<file path="src/rtl/spi_minion_core_pkg.sv">
// Shared SPI frame layout constants and helpers for the minion core.
// Field positions scale with the frame width, so they are exposed as constant functions.
package spi_minion_core_pkg;

    localparam int NBITS_DEFAULT = 8;
    localparam int SYNC_STAGES   = 2;

    function automatic int val_bit(input int nbits);
        return nbits - 1;
    endfunction

    function automatic int spc_bit(input int nbits);
        return nbits - 2;
    endfunction

    function automatic int data_w(input int nbits);
        return nbits - 2;
    endfunction

    function automatic int cnt_w(input int nbits);
        return $clog2(nbits + 2);
    endfunction

endpackage

</file>
<file path="src/rtl/spi_minion_core_sync.sv">
// Two-flop synchronizer plus one history flop for rise/fall detection
// of an asynchronous SPI pin.
module spi_sync_edge
    import spi_minion_core_pkg::*;
#(
    parameter logic RST_VAL = 1'b0
) (
    input  logic clk,
    input  logic reset,
    input  logic din,
    output logic sync,
    output logic rise,
    output logic fall
);

    logic [SYNC_STAGES-1:0] meta;
    logic                   hist;

    always_ff @(posedge clk) begin
        if (reset) begin
            meta <= {SYNC_STAGES{RST_VAL}};
            hist <= RST_VAL;
        end else begin
            meta <= {meta[SYNC_STAGES-2:0], din};
            hist <= meta[SYNC_STAGES-1];
        end
    end

    assign sync = meta[SYNC_STAGES-1];
    assign rise = meta[SYNC_STAGES-1] & ~hist;
    assign fall = ~meta[SYNC_STAGES-1] & hist;

endmodule

</file>
<file path="src/rtl/spi_minion_core.sv">
// SPI mode-0 minion: loads an outgoing frame on cs fall, shifts it out on miso,
// and pushes the received frame on cs rise when exactly nbits were clocked.
module spi_minion_core
    import spi_minion_core_pkg::*;
#(
    parameter int nbits = NBITS_DEFAULT
) (
    input  logic                     clk,
    input  logic                     reset,
    input  logic                     cs,
    input  logic                     sclk,
    input  logic                     mosi,
    output logic                     miso,
    output logic                     pull_en,
    input  logic                     pull_msg_val,
    input  logic                     pull_msg_spc,
    input  logic [data_w(nbits)-1:0] pull_msg_data,
    output logic                     push_en,
    output logic                     push_msg_val_wrt,
    output logic                     push_msg_val_rd,
    output logic [data_w(nbits)-1:0] push_msg_data
);

    localparam int VB = val_bit(nbits);
    localparam int SB = spc_bit(nbits);
    localparam int CW = cnt_w(nbits);

    logic cs_sync, cs_rise, cs_fall;
    logic sclk_sync, sclk_rise, sclk_fall;
    logic mosi_sync, mosi_rise, mosi_fall;
    logic unused_edges;

    spi_sync_edge #(.RST_VAL(1'b1)) u_cs (
        .clk(clk), .reset(reset), .din(cs),
        .sync(cs_sync), .rise(cs_rise), .fall(cs_fall)
    );

    spi_sync_edge #(.RST_VAL(1'b0)) u_sclk (
        .clk(clk), .reset(reset), .din(sclk),
        .sync(sclk_sync), .rise(sclk_rise), .fall(sclk_fall)
    );

    spi_sync_edge #(.RST_VAL(1'b0)) u_mosi (
        .clk(clk), .reset(reset), .din(mosi),
        .sync(mosi_sync), .rise(mosi_rise), .fall(mosi_fall)
    );

    assign unused_edges = ^{sclk_sync, mosi_rise, mosi_fall};

    logic [nbits-1:0] shreg;
    logic [CW-1:0]    cnt;
    logic             sample;
    logic             active;
    logic             armed;
    logic [1:0]       vld_pipe;

    // cs_sync only reflects the real pin once the synchronizer has refilled after
    // reset; arming waits for that so a cs held low through reset never pulls.
    always_ff @(posedge clk) begin
        if (reset) begin
            shreg            <= '0;
            cnt              <= '0;
            sample           <= 1'b0;
            active           <= 1'b0;
            armed            <= 1'b0;
            vld_pipe         <= '0;
            pull_en          <= 1'b0;
            push_en          <= 1'b0;
            push_msg_val_wrt <= 1'b0;
            push_msg_val_rd  <= 1'b0;
            push_msg_data    <= '0;
        end else begin
            pull_en  <= 1'b0;
            push_en  <= 1'b0;
            vld_pipe <= {vld_pipe[0], 1'b1};
            if (vld_pipe[1] && cs_sync)
                armed <= 1'b1;

            if (cs_fall && armed) begin
                pull_en <= 1'b1;
                shreg   <= {pull_msg_val, pull_msg_spc, pull_msg_data};
                cnt     <= '0;
                active  <= 1'b1;
            end else if (cs_rise) begin
                active <= 1'b0;
                if (active && cnt == CW'(nbits)) begin
                    push_en <= 1'b1;
                    {push_msg_val_wrt, push_msg_val_rd, push_msg_data} <= {shreg[SB:0], sample};
                end
            end else if (active) begin
                if (sclk_rise) begin
                    sample <= mosi_sync;
                    if (cnt != CW'(nbits + 1))
                        cnt <= cnt + CW'(1);
                end else if (sclk_fall && cnt < CW'(nbits)) begin
                    // The trailing fall after the last bit must not shift, or the
                    // pushed frame {shreg[nbits-2:0], sample} would double the last bit.
                    shreg <= {shreg[SB:0], sample};
                end
            end
        end
    end

    assign miso = active & shreg[VB];

endmodule

</file>
<file path="config.mk">
export PLATFORM = sky130hd
export DESIGN_NAME = spi_minion_core
export DESIGN_NICKNAME = d
export VERILOG_FILES = /design/src/rtl/spi_minion_core_pkg.sv /design/src/rtl/spi_minion_core_sync.sv /design/src/rtl/spi_minion_core.sv
export SDC_FILE = /design/constraint.sdc
export NUM_CORES = 1
export LEC_CHECK = 0
export CAP_MARGIN = 0
export CORE_AREA = 5 5 63 53
export CTS_BUF_LIST = sky130_fd_sc_hd__clkbuf_8
export DETAILED_ROUTE_END_ITERATION = 8
export DIE_AREA = 0 0 68 58
export GPL_TIMING_DRIVEN = 1
export PLACE_DENSITY_LB_ADDON = 0.08
export RECOVER_POWER = 25
export SYNTH_ARGS = -nofsm -noshare
export SYNTH_HDL_FRONTEND = slang
export SYNTH_SLANG_ARGS = --single-unit
export TNS_END_PERCENT = 50
</file>
<file path="constraint.sdc">
create_clock -name clk -period 2 [get_ports clk]
set_clock_uncertainty 0.15 [all_clocks]
set_input_delay 0.4 -clock clk [delete_from_list [all_inputs] [get_ports clk]]
set_output_delay 0.4 -clock clk [all_outputs]
set_load 0.005 [all_outputs]
</file>
==> summary.txt, run 1 <==
Power and ir drop
  • Combinational share of power: 0.041
  • Max VDD drop: 0.5120 mV
  • Switch share: 0.2030
  • Leak: 0.7538 nW
  • Clock network fraction of total power: 0.416
  • Seq pwr share: 0.543
  • Int Pwr: 1.049 mW
  • PD cells: 770.6 nW/um^2
  • Sw power: 267.2 uW

STA
  • Hold Fails Final Rpt: 0
  • TNS Setup: 0 ps
  • RSZ-0062 raised after global routing: false
  • Slew @ Worst Pin: 548.5 ps
  • Peak Freq: 556.1 MHz
  • Tmin final: 1798 ps
  • Slew HR: 0.6330
  • Final setup violation count: 0
  • Fin crit share: 0.8991
  • Slew Limit Fails: 0

Global route
  • Largest net degree at the start of global routing: 13
  • Antenna violations before repair: 0
  • Met1 Track Usage GR: 0.1740
  • Met2 global-route usage: 0.2074
  • Grt total ovfl: 0
  • Met3 usage: 0.08333
  • Vias in the first global route: 890
  • First-pass GRT wire length: 4036 um
  • GR peak layer: met2
  • Gr usage total: 0.1451

Final layout
  • Post-route cell area: 1708 sq um
  • Commonest non-fill, non-tap cell in the layout: dfxtp_1
  • Nets@finish: 171
  • Register area: 700.7 sq um
  • Area of the multi-input gates: 599.3 sq um
  • Most frequent cells in the layout: dfxtp_1 (35), clkdlybuf4s50_1 (22), mux2i_1 (18)
  • Number of diodes: 0
  • Layout cells sized above 1: 0.1090
  • Layout area overhead: 28.05%
  • Fill cells: 221

Clock network
  • # hold bufs at CTS: 0
  • H-tree depth: 2
  • CTS tree: yes
  • Clock sinks: 35
  • Clock Pin Slew Worst Setup and Hold Paths: 70 ps
  • Max clock buf depth: 2
  • Worst skew pair latency: 290 ps
  • Root Driver: clkbuf_8
  • CTS Buf Count: 5
  • Total setup buffers inserted after CTS: 0
  • # resized after CTS: 0

Yosys
  • Yosys warns: 0
  • Syn Std Cell Area: 1334 sq um
  • Syn_nets: 142
  • Syn_area_per_cell: 10.59 sq um
  • Synthesized instance count: 126
  • Synth Register Bits: 35
  • Register area share after synthesis: 0.5253
  • Yosys cell types: 25

Placement
  • Placed Area: 1615 sq um
  • IO Port Bufs: 23
  • Dpl hpwl: 1806 um
  • RD Place Congestion: 0.7205

Worst hold path
  • Hold Path Sink: u_cs.meta[1]
  • Worst Min Path Start: u_cs.meta[0]
  • Hold Path Stages: 1
  • Hold Crit Class: reg2reg

Setup path
  • Worst R2R Setup Slack: 310 ps
  • Worst R2R Path Depth: 4
  • Worst-path maximum fanout: 2
  • Kind of critical path: reg2out
  • Setup crit end kind: output port
  • WP data required: 1450 ps
  • Startpoint Class: register
  • Reg-to-reg endpoint: cnt[2]
  • Arr. time, crit path: 1250 ps
  • Reg2reg start: u_cs.hist

Detailed routing
  • Vias: 936
  • Per-cell routed wire length: 12.59 um
  • First-pass detailed-route iteration total: 4
  • DRT Wirelength: 2442 um
  • Drt initial violations: 43
  • Final ANT Viol Nets: 0
  • Vias per std cell: 4.825
  • Drc violations: 0

Flow run
  • Max Cap Violations: 0

Floorplan
  • Number of top-level pins: 24
  • Num rows: 17
  • Die H: 58 um
  • Initial Util: 0.5016
  • Die ar.: 3944 sq um
  • Core area: 2659 sq um
  • Die width: 68 um

Run status
  • Outcome: completed
-- power by group through the flow --
stage	clock network, mW	logic (mW)	registers [mW]
final	0.547	0.0540	0.715
after global routing	0.608	0.0590	0.716
after CTS	0.560	0.0571	0.715
after detailed placement	0	0.0567	0.731
after global placement	0	0.0557	0.731
after floorplan	0	0.0239	0.730
-- worst max-delay path by stage --
| stage | from | to | depth (start not counted) |
|---|---|---|---|
| after global placement | reset | shreg[6] | 4 |
| after floorplan | cnt[1] | cnt[2] | 6 |
| final | shreg[7] | miso | 2 |
| after CTS | shreg[7] | miso | 2 |
| after detailed placement | reset | shreg[7] | 4 |
| after global routing | shreg[7] | miso | 2 |
-- cell type report --
class                   count  area share
clock buffers               7     0.05641
inverters                   4    0.008791
repair buffers             26      0.1436
well taps                  38     0.02784
clock inverters             1    0.002198
multi-input cells          83      0.3509
flip-flops and latches     35      0.4103
-- cells by family after synthesis --
group | Yosys count | share of synthesized area
adder cells (fa/ha/maj) | 3 | 0.02815
buffers and inverters | 8 | 0.02533
multiplexers | 18 | 0.1351
AO/OA/AOI/OAI | 12 | 0.04502
XOR/XNOR | 2 | 0.01314
AND/OR/NAND/NOR | 48 | 0.2280
flip-flops | 35 | 0.5253
-- flip-flops by register name, indices dropped and copies added (netlist names) --
name and flops:
sample 1, u_sclk.hist 1, active 1, push_msg_val_wrt 1, push_msg_data 6, vld_pipe 2
push_msg_val_rd 1, u_mosi.meta 2, u_cs.hist 1, push_en 1, u_cs.meta 2, cnt 4
u_sclk.meta 2, armed 1, pull_en 1, shreg 8
-- worst max-delay path, cell delays in order (launching register included) --
cell and delay [ps]:
dfxtp_1 330, and2_2 140, clkdlybuf4s50_1 500
-- metrics by stage --
stage	instances	hold slack [ps]	util	power (mW)	worst slack, ps
2_1_floorplan	126	239.5	-	0.7541	532.6
3_3_place_gp	186	244.9	0.6075	0.7863	271.1
3_5_place_dp	186	249.3	0.6075	0.7876	225.9
4_1_cts	194	264.6	0.6452	1.332	181.4
5_1_grt	194	296.5	0.6424	1.383	144.2
6_report	194	260.6	0.6424	1.316	201.7
-- routing by layer --
metal	part of all wire	wire length [um]	vias to the layer above
li1	-	-	480
met1	0.47	1145	428
met2	0.45	1098	21
met3	0.056	136	7
met4	0.025	62	0
met5	0	0	-
-- cells in the mapped netlist, drive strengths merged --
cell	number	share of area
dfxtp	35	0.53
mux2i	18	0.14
nor2	16	0.057
nand2	10	0.028
o21ai	9	0.034
nor2b	6	0.028
inv	4	0.011
nand4	4	0.041
a21oi	3	0.011
clkbuf	3	0.0084
ha	3	0.028
or2	3	0.014
nand3b	2	0.011
and2	1	0.0056
and2b	1	0.0066
and3	1	0.0047
buf	1	0.0056
nand2b	1	0.0047
nand4b	1	0.018
nor3	1	0.0037
or3	1	0.0047
xnor2	1	0.0066
xor2	1	0.0066
(Power assumes the default switching activity.)
==> run 2: changes to the inputs <==
--- a/config.mk
+++ b/config.mk
@@ -5,15 +5,15 @@
 export SDC_FILE = /design/constraint.sdc
 export NUM_CORES = 1
 export LEC_CHECK = 0
-export CAP_MARGIN = 0
-export CORE_AREA = 5 5 63 53
+export CORE_AREA = 5 5 64 55
 export CTS_BUF_LIST = sky130_fd_sc_hd__clkbuf_8
 export DETAILED_ROUTE_END_ITERATION = 8
-export DIE_AREA = 0 0 68 58
+export DIE_AREA = 0 0 69 60
 export GPL_TIMING_DRIVEN = 1
 export PLACE_DENSITY_LB_ADDON = 0.08
 export RECOVER_POWER = 25
 export SYNTH_ARGS = -nofsm -noshare
 export SYNTH_HDL_FRONTEND = slang
+export SYNTH_HIERARCHICAL = 1
 export SYNTH_SLANG_ARGS = --single-unit
 export TNS_END_PERCENT = 50
==> run 2 against run 1 <==
Net effect:
- via count rose by 24%
- setup slack got worse by 100 ps
- cell area rose by 4.2%
- first-iteration DRC count rose by 35%
- critical endpoint unchanged
- largest cell class unchanged
==> summary.txt, run 2 <==
Run status
  • Outcome: completed

Setup path
  • Critical-path cell list: and2_1 -> clkdlybuf4s50_1
  • Slowest-stage cell, CP: clkdlybuf4s50_1
  • Worst R2R Setup Slack: 330 ps (+20 ps)
  • Max incr delay on CP: 490 ps (about the same)
  • Setup crit end kind: output port
  • Arr. time, crit path: 1350 ps (+100 ps)
  • Kind of critical path: reg2out
  • WP buf/inv: 1 (unchanged)
  • CP top delay family: buffers and inverters
  • Worst-path maximum fanout: 7 (+5)
  • Startpoint Class: register
  • WP data required: 1450 ps (about the same)

Global route
  • Antenna violations before repair: 0 (unchanged)
  • Gr usage total: 0.1552 (+0.01011)
  • Largest net degree at the start of global routing: 27 (+14)
  • Vias in the first global route: 1068 (+20%)
  • First-pass GRT wire length: 4919 um (+22%)
  • Grt total ovfl: 0 (unchanged)

Final layout
  • Largest regs: shreg (8), push_msg_data (6), cnt (4)
  • Top reg by flops: shreg
  • Fill cells: 266 (+20%)
  • Number of diodes: 0 (unchanged)
  • Final non-filler cell total: 223 (+15%)
  • Commonest non-fill, non-tap cell in the layout: dfxtp_1
  • Layout cells sized above 1: 0.07650 (-0.03247)
  • Post-route cell area: 1780 sq um (+4.2%)
  • Nets@finish: 199 (+16%)
  • Layout area overhead: 26.15%
  • Most frequent cells in the layout: dfxtp_1 (35), clkdlybuf4s50_1 (22), nand2_1 (20), o21ai_0 (20), a21oi_1 (15)
  • Largest register FFs: 8 (unchanged)

Detailed routing
  • Drt initial violations: 58 (+35%)
  • Final ANT Viol Nets: 0 (unchanged)
  • Per-cell routed wire length: 13.12 um (+4.2%)
  • First-pass detailed-route iteration total: 4 (unchanged)
  • Vias: 1161 (+24%)
  • Drc violations: 0 (unchanged)
  • Vias per std cell: 5.206 (+7.9%)
  • DRT Wirelength: 2926 um (+20%)

Placement
  • DP Cell Count: 216 (+16%)
  • IO Port Bufs: 23 (unchanged)
  • RD Place Congestion: 0.7401 (+2.7%)
  • Dpl hpwl: 2047 um (+13%)
  • Placed Area: 1699 sq um (+5.2%)
  • Post-place setup slack: 256.4 ps (+30.51 ps)

Floorplan
  • Number of top-level pins: 24 (unchanged)
  • Die H: 60 um (+3.4%)
  • Die width: 69 um (+1.5%)
  • Num rows: 18 (+1)
  • Die ar.: 4140 sq um (+5.0%)
  • Initial Util: 0.4896 (-0.01206)
  • Core area: 2883 sq um (+8.4%)

STA
  • Fin crit share: 0.9509 (+0.05178)
  • Final setup violation count: 0 (unchanged)
  • Slew @ Worst Pin: 543.2 ps (-5.365 ps)
  • Slew Limit Fails: 0 (unchanged)
  • Hold Fails Final Rpt: 0 (unchanged)
  • RSZ-0062 raised after global routing: false
  • Slew HR: 0.6379 (+0.004928)
  • Peak Freq: 525.8 MHz (-5.4%)
  • TNS Setup: 0 ps (unchanged)
  • Final Worst Setup Slack: 98.17 ps (-103.6 ps)
  • Tmin final: 1902 ps (+103.6 ps)

Yosys
  • Syn_area_per_cell: 9.165 sq um (-13%)
  • Synthesized instance count: 154 (+22%)
  • Syn_nets: 170 (+20%)
  • Syn Std Cell Area: 1411 sq um (+5.8%)
  • Yosys warns: 6 (+6)

Clock network
  • Clock Pin Slew Worst Setup and Hold Paths: 60 ps (about the same)
  • Clock sinks: 35 (unchanged)
  • Total setup buffers inserted after CTS: 0 (unchanged)
  • Root Driver: clkbuf_8
  • Worst skew pair latency: 290 ps (about the same)
  • CTS tree: yes
  • # resized after CTS: 0 (unchanged)
  • Max clock buf depth: 2 (unchanged)
  • H-tree depth: 2 (unchanged)
  • CTS Buf Count: 5 (unchanged)
  • # hold bufs at CTS: 0 (unchanged)

Flow run
  • Max Cap Violations: 0 (unchanged)

Power and ir drop
  • Leak: 0.6121 nW (-19%)
  • PD cells: 722.2 nW/um^2 (-6.3%)
  • Total power: 1.286 mW (-2.3%)
  • Max VDD drop: 0.4996 mV (-2.4%)

Worst hold path
  • Hold Crit Class: reg2reg
## run 2: path summary, 6_finish.rpt
kind | start | end | depth (start not counted)
worst max register to register | u_cs/meta[1] | push_msg_data[0] | 5
worst min-delay path | u_cs/meta[0] | u_cs/meta[1] | 1
worst max-delay path | active | miso | 2
worst min register to register | u_cs/meta[0] | u_cs/meta[1] | 1
## run 2: area by class of cell
class,instances,area [sq um],area share
multi-input cells,107,654.4,0.3675
repair buffers,29,269.0,0.1511
clock buffers,6,82.58,0.04638
inverters,5,18.77,0.01054
clock inverters,1,5.005,0.002811
flip-flops and latches,35,700.7,0.3935
well taps,40,50.05,0.02811
## run 2: stage by stage
step,utilization,hold WS (ps)
floorplan,-,233.2
global placement,0.5894,247.0
detailed placement,0.5894,239.9
CTS,0.6198,266.6
global route,0.6176,297.9
finish,0.6176,267.2
## run 2: power by group
part           internal [mW]  total [mW]  switching, mW
clock                  0.270       0.504          0.235
sequential             0.711       0.719        0.00767
combinational         0.0343      0.0626         0.0283
## run 2: routing by layer
metal	vias to the layer above	part of all wire	global-route usage
met2	30	0.44	0.2473
met5	-	0	0
li1	599	-	-
met3	7	0.058	0.04874
met1	525	0.47	0.1809
met4	0	0.029	0.1086
